`src/rtl/inst_fetch_ctrl.sv`:
```
// Instruction fetch sequencer: owns the fetch PC, drives the ROM address and
// buffers {pc, inst} pairs in a small skid FIFO presented over valid/ready.
module inst_fetch_ctrl #(
  parameter logic [31:0] RESET_PC   = 32'h0000_0000,
  parameter int          FIFO_DEPTH = 2
) (
  input  logic        clk,
  input  logic        rst_n,
  output logic [31:0] imem_addr,
  input  logic [31:0] imem_inst,
  input  logic        redirect_valid,
  input  logic [31:0] redirect_pc,
  input  logic        halt_req,
  output logic        out_valid,
  input  logic        out_ready,
  output logic [31:0] out_pc,
  output logic [31:0] out_inst,
  output logic        halted
);

  localparam int PTR_W = (FIFO_DEPTH > 1) ? $clog2(FIFO_DEPTH) : 1;
  localparam int CNT_W = $clog2(FIFO_DEPTH) + 1;

  localparam logic [CNT_W-1:0] DEPTH_C = CNT_W'(FIFO_DEPTH);
  localparam logic [PTR_W-1:0] PTR_ONE = PTR_W'(1);
  localparam logic [CNT_W-1:0] CNT_ONE = CNT_W'(1);

  localparam logic [0:0] ST_RUN    = 1'b0;
  localparam logic [0:0] ST_HALTED = 1'b1;

  logic [31:0]      fetch_pc;
  logic [0:0]       state;
  logic [CNT_W-1:0] count;
  logic [PTR_W-1:0] rd_ptr;
  logic [PTR_W-1:0] wr_ptr;

  logic [31:0] pc_mem   [FIFO_DEPTH];
  logic [31:0] inst_mem [FIFO_DEPTH];

  logic        deq;
  logic        enq;
  logic        full;
  logic [31:0] redirect_target;

  // Masking keeps every redirect_pc bit in the expression; the low two are
  // architecturally ignored because fetch is always word aligned.
  assign redirect_target = redirect_pc & 32'hFFFF_FFFC;

  assign imem_addr = fetch_pc;
  assign out_valid = (count != '0);
  assign full      = (count == DEPTH_C);
  assign deq       = out_valid & out_ready;

  // A full buffer may still accept a fetch when the head leaves this cycle,
  // which is what sustains one instruction per cycle with depth 2.
  assign enq = (state == ST_RUN) & ~halt_req & ~redirect_valid & (~full | deq);

  assign out_pc   = out_valid ? pc_mem[rd_ptr]   : '0;
  assign out_inst = out_valid ? inst_mem[rd_ptr] : '0;
  assign halted   = (state == ST_HALTED) & ~out_valid;

  // Control state: PC, FSM, pointers and occupancy.
  // NOTE: sequential state uses non-blocking (<=) so every register samples
  // pre-edge values; blocking here would create order-dependent races.
  always_ff @(posedge clk or negedge rst_n) begin
    if (!rst_n) begin
      fetch_pc <= RESET_PC & 32'hFFFF_FFFC;
      state    <= ST_RUN;
      count    <= '0;
      rd_ptr   <= '0;
      wr_ptr   <= '0;
    end else if (redirect_valid) begin
      // Redirect wins over everything: flush, retarget and leave HALTED.
      fetch_pc <= redirect_target;
      state    <= ST_RUN;
      count    <= '0;
      rd_ptr   <= '0;
      wr_ptr   <= '0;
    end else begin
      if (enq) begin
        fetch_pc <= fetch_pc + 32'd4;
        wr_ptr   <= wr_ptr + PTR_ONE;
      end
      if (deq) begin
        rd_ptr <= rd_ptr + PTR_ONE;
      end
      case ({enq, deq})
        2'b10:   count <= count + CNT_ONE;
        2'b01:   count <= count - CNT_ONE;
        default: count <= count;
      endcase
      case (state)
        ST_RUN:    if (halt_req)  state <= ST_HALTED;
        ST_HALTED: if (!halt_req) state <= ST_RUN;
        default:   state <= ST_RUN;
      endcase
    end
  end

  // Buffer payload. Entries are only observed through count, so they carry
  // no reset.
  // NOTE: storage arrays are deliberately left out of the reset domain; the
  // valid bookkeeping (count/pointers) is what must reset, and an unreset
  // array maps to plain RAM/flops without a reset tree.
  always_ff @(posedge clk) begin
    if (enq) begin
      pc_mem[wr_ptr]   <= fetch_pc;
      inst_mem[wr_ptr] <= imem_inst;
    end
  end

endmodule

```
`config.mk`:
```
export PLATFORM = sky130hd
export DESIGN_NAME = inst_fetch_ctrl
export DESIGN_NICKNAME = d
export VERILOG_FILES = /design/src/rtl/inst_fetch_ctrl.sv
export SDC_FILE = /design/constraint.sdc
export NUM_CORES = 1
export LEC_CHECK = 0
export CORE_MARGIN = 3
export CORE_UTILIZATION = 50
export CTS_CLUSTER_DIAMETER = 150
export DETAILED_ROUTE_END_ITERATION = 6
export PLACE_DENSITY = 0.91
export RECOVER_POWER = 50
export SYNTH_ARGS = -nofsm -noshare
export SYNTH_HDL_FRONTEND = slang
export SYNTH_SLANG_ARGS = --single-unit
```
`constraint.sdc`:
```
create_clock -name clk -period 10.5 [get_ports clk]
set_clock_uncertainty 0.15 [all_clocks]
set_input_delay 2.1 -clock clk [delete_from_list [all_inputs] [get_ports clk]]
set_output_delay 2.1 -clock clk [all_outputs]
set_load 0.03 [all_outputs]
```
==> metrics <==
status finished, violations left; failing checks capacitance limit, slew limit; Finish-stage setup viols 0; post-synthesis instance total 527; Async S/R FF share, synth 22.0%; dpl cells 840; sw frac 25.4%; Yosys top cell by area edfxtp_1; vias in the first global route 4,944; RSZ-0062 raised after global routing no; CTS tree built; Worst R2R End pc_mem[1][19]$_DFFE_PP_; worst r2r src count[1]$_DFFE_PN0P_; Hold Buf Count CTS 0; Ys Warns 0; fin cells 872; drt wl/cell 19.2 um; Synth top area share 53.8%; Cell Area, Placed 8660 um2; clock latency on the worst-skew pair 0.42 ns; Die Span Y 124 um; Arr. time, crit path 6.47 ns; Hold Vio Cnt, Final 0; Layout fillers 942; layout cells sized above 1 6.18%; global route overflow 0; Pwr per Cell Area 176 nW/um2; die width 124 um; Num Clock Sinks 159; max-slew violations 92; Total Nets Final 753; combinational fraction of design power 14.0%; Sw Pwr 0.414 mW; fmax 0.152 GHz; Top FF cell, synth edfxtp_1; setup_tns 0 ns; Tcrit/Tclk final 62.7%; GRT Overall Usage 22.0%; Lkg Pwr 3.14 nW; cts repair resizes 0; Post-route DRC 0; port bufs 160; largest net degree at the start of global routing 64; CP required 10.39 ns; Tmin final 6.58 ns; total of max-cap violations 2; final antenna-violating net count 0; CTS H-tree depth 4; Clock transition at path regs 0.06 ns; Post-synth EDFFs 124; routed vias/inst 5.77; post-synthesis instance area 6920 um2; initial antenna violation count 0; Num CTS Buffers 17; Via Count 5,035; unique cell type count in the Yosys netlist 52; area of the core 13,400 um2; Final Wtd Congestion 0.848; Sequential Power Share 46.5%; Int Pwr 1.21 mW; FF-to-FF setup slack 7.90 ns; Root Buffer clkbuf_16; Worst Tran Pin Value 2.16 ns; post-detail-place hpwl 11.0 mm; crit start category primary input; average cell area after synthesis 13.1 um2; Layout area overhead 33.9%; crit end category flip-flop; global-route wire length before repair 25.8 mm; post-route cell area 9260 um2; die area 15,300 um2; Relative slew margins -43.9%; Post-Route Utilization 69.1%; Routed Wire Length 16.7 mm; WS Path Type primary input to flip-flop; clock group share of total power 39.5%; antenna cell count 0; Hold Crit Start imem_addr[31]$_DFFE_PN0P_; Max Root-Sink Buffers 2; synth top area cells edfxtp_1 54%, dfrtp_1 13%, mux2i_1 9.1%, nor2_1 4.5%, nand3_1 1.7%; post-synthesis sequential area ratio 66.5%; commonest non-fill, non-tap cell in the layout edfxtp_1; Seq cells post-synth 159; most frequent cells in the layout 124 x edfxtp_1, 109 x clkdlybuf4s50_1, 81 x nor2_1, 63 x mux2i_1, 51 x dlygate4sd3_1; Worst Setup EP pc_mem[1][19]$_DFFE_PP_; Worst VDD drop 0.000114 V; drt pass-1 iters 5; Min-Delay Path Class flip-flop to flip-flop; worst reg-to-reg path cell count 4; Iter 0 DRT Violations 494; num rows 42; post-CTS repair timing setup buffer count 0; initial core utilization 51.6%; crit-path max FO 62; Worst Setup SP redirect_valid; I/O pins 167
==> routing by layer <==
layer	vias up	routed length [um]	share of wire [%]	global-route usage, %
met2	269	8380	50	37.5
met1	2425	6490	39	27.4
met4	0	343	2.0	7.06
met3	41	1520	9.1	6.13
li1	2300	-	-	-
met5	-	0	0	0
==> power by group through the flow <==
stage	Combinational [mW]	Sequential, mW	Clock, mW
after floorplan	0.114	0.775	0
after global placement	0.227	0.765	0
after detailed placement	0.233	0.769	0
after CTS	0.235	0.757	0.651
after global routing	0.243	0.761	0.680
final	0.228	0.757	0.643
==> cell usage after synthesis, drive strengths merged, types with 2 or more instances <==
master,number
o311ai,5
xor2,3
and2,3
dfrtp,35
o211ai,4
o21ai,17
a21oi,4
nor3b,3
edfxtp,124
clkbuf,18
and4,10
nand2,25
and3,6
xnor2,6
nor4,3
a211o,2
o31ai,6
or4,9
nor2,82
nor3,4
nor4b,2
nand3,23
a22oi,3
buf,14
a31oi,8
nand4,13
or3,3
inv,4
or2,4
nor2b,5
mux2i,63
==> worst max-delay path, cell delays in order <==
cell and delay, ns:
dlygate4sd3_1 0.52, clkbuf_1 1.54, clkinv_1 1.36, and3_2 0.50
buf_4 0.34
==> kinds of logic (layout without fill, tap and decap cells) <==
logic type / after synthesis / count (layout) / share of synthesized area (%)
AOI/OAI and AO/OA: 54 / 54 / 5.17
muxes: 63 / 63 / 9.12
buffers and inverters: 37 / 203 / 2.50
other: 1 / 4 / 0.0542
xor gates and xnor gates: 9 / 9 / 1.14
adders and majority gates: 1 / 1 / 0.181
and+or+nand+nor: 203 / 203 / 15.3
DFF: 159 / 159 / 66.5
==> metrics by stage <==
| stage | total power [mW] | worst slack [ns] | hold WS [ns] |
|---|---|---|---|
| after global routing | 1.68 | 3.53 | 0.423 |
| after global placement | 0.993 | 5.45 | 0.377 |
| after CTS | 1.64 | 5.54 | 0.398 |
| after detailed placement | 1.00 | 5.40 | 0.390 |
| after floorplan | 0.890 | 1.07 | 0.374 |
| final | 1.63 | 3.92 | 0.407 |
==> cell type report <==
type / count / area (um2) / share of cell area [%]
tap: 176 / 220 / 2.38
clock buffer: 20 / 437 / 4.71
clock inverter: 12 / 184 / 1.99
multi-input combinational: 334 / 2160 / 23.4
sequential: 159 / 4600 / 49.7
timing repair buffer: 166 / 1640 / 17.7
inverter: 5 / 18.8 / 0.203
==> state kept, by name (all words and copies together) (netlist names) <==
signal and count:
state 1, pc_mem 60, rd_ptr 1, inst_mem 64, imem_addr 30, count 2, wr_ptr 1
==> worst min path at each step <==
stage	endpoint	slack [ns]	cells past startpoint
2_1_floorplan	wr_ptr$_DFFE_PN0P_	0.37	2
3_3_place_gp	pc_mem[0][31]$_DFFE_PP_	0.38	0
3_5_place_dp	pc_mem[0][31]$_DFFE_PP_	0.39	0
4_1_cts	pc_mem[1][31]$_DFFE_PP_	0.40	0
5_1_grt	pc_mem[0][31]$_DFFE_PP_	0.42	0
6_report	pc_mem[0][31]$_DFFE_PP_	0.41	0
Note: power is estimated with default switching activity, not from simulation.
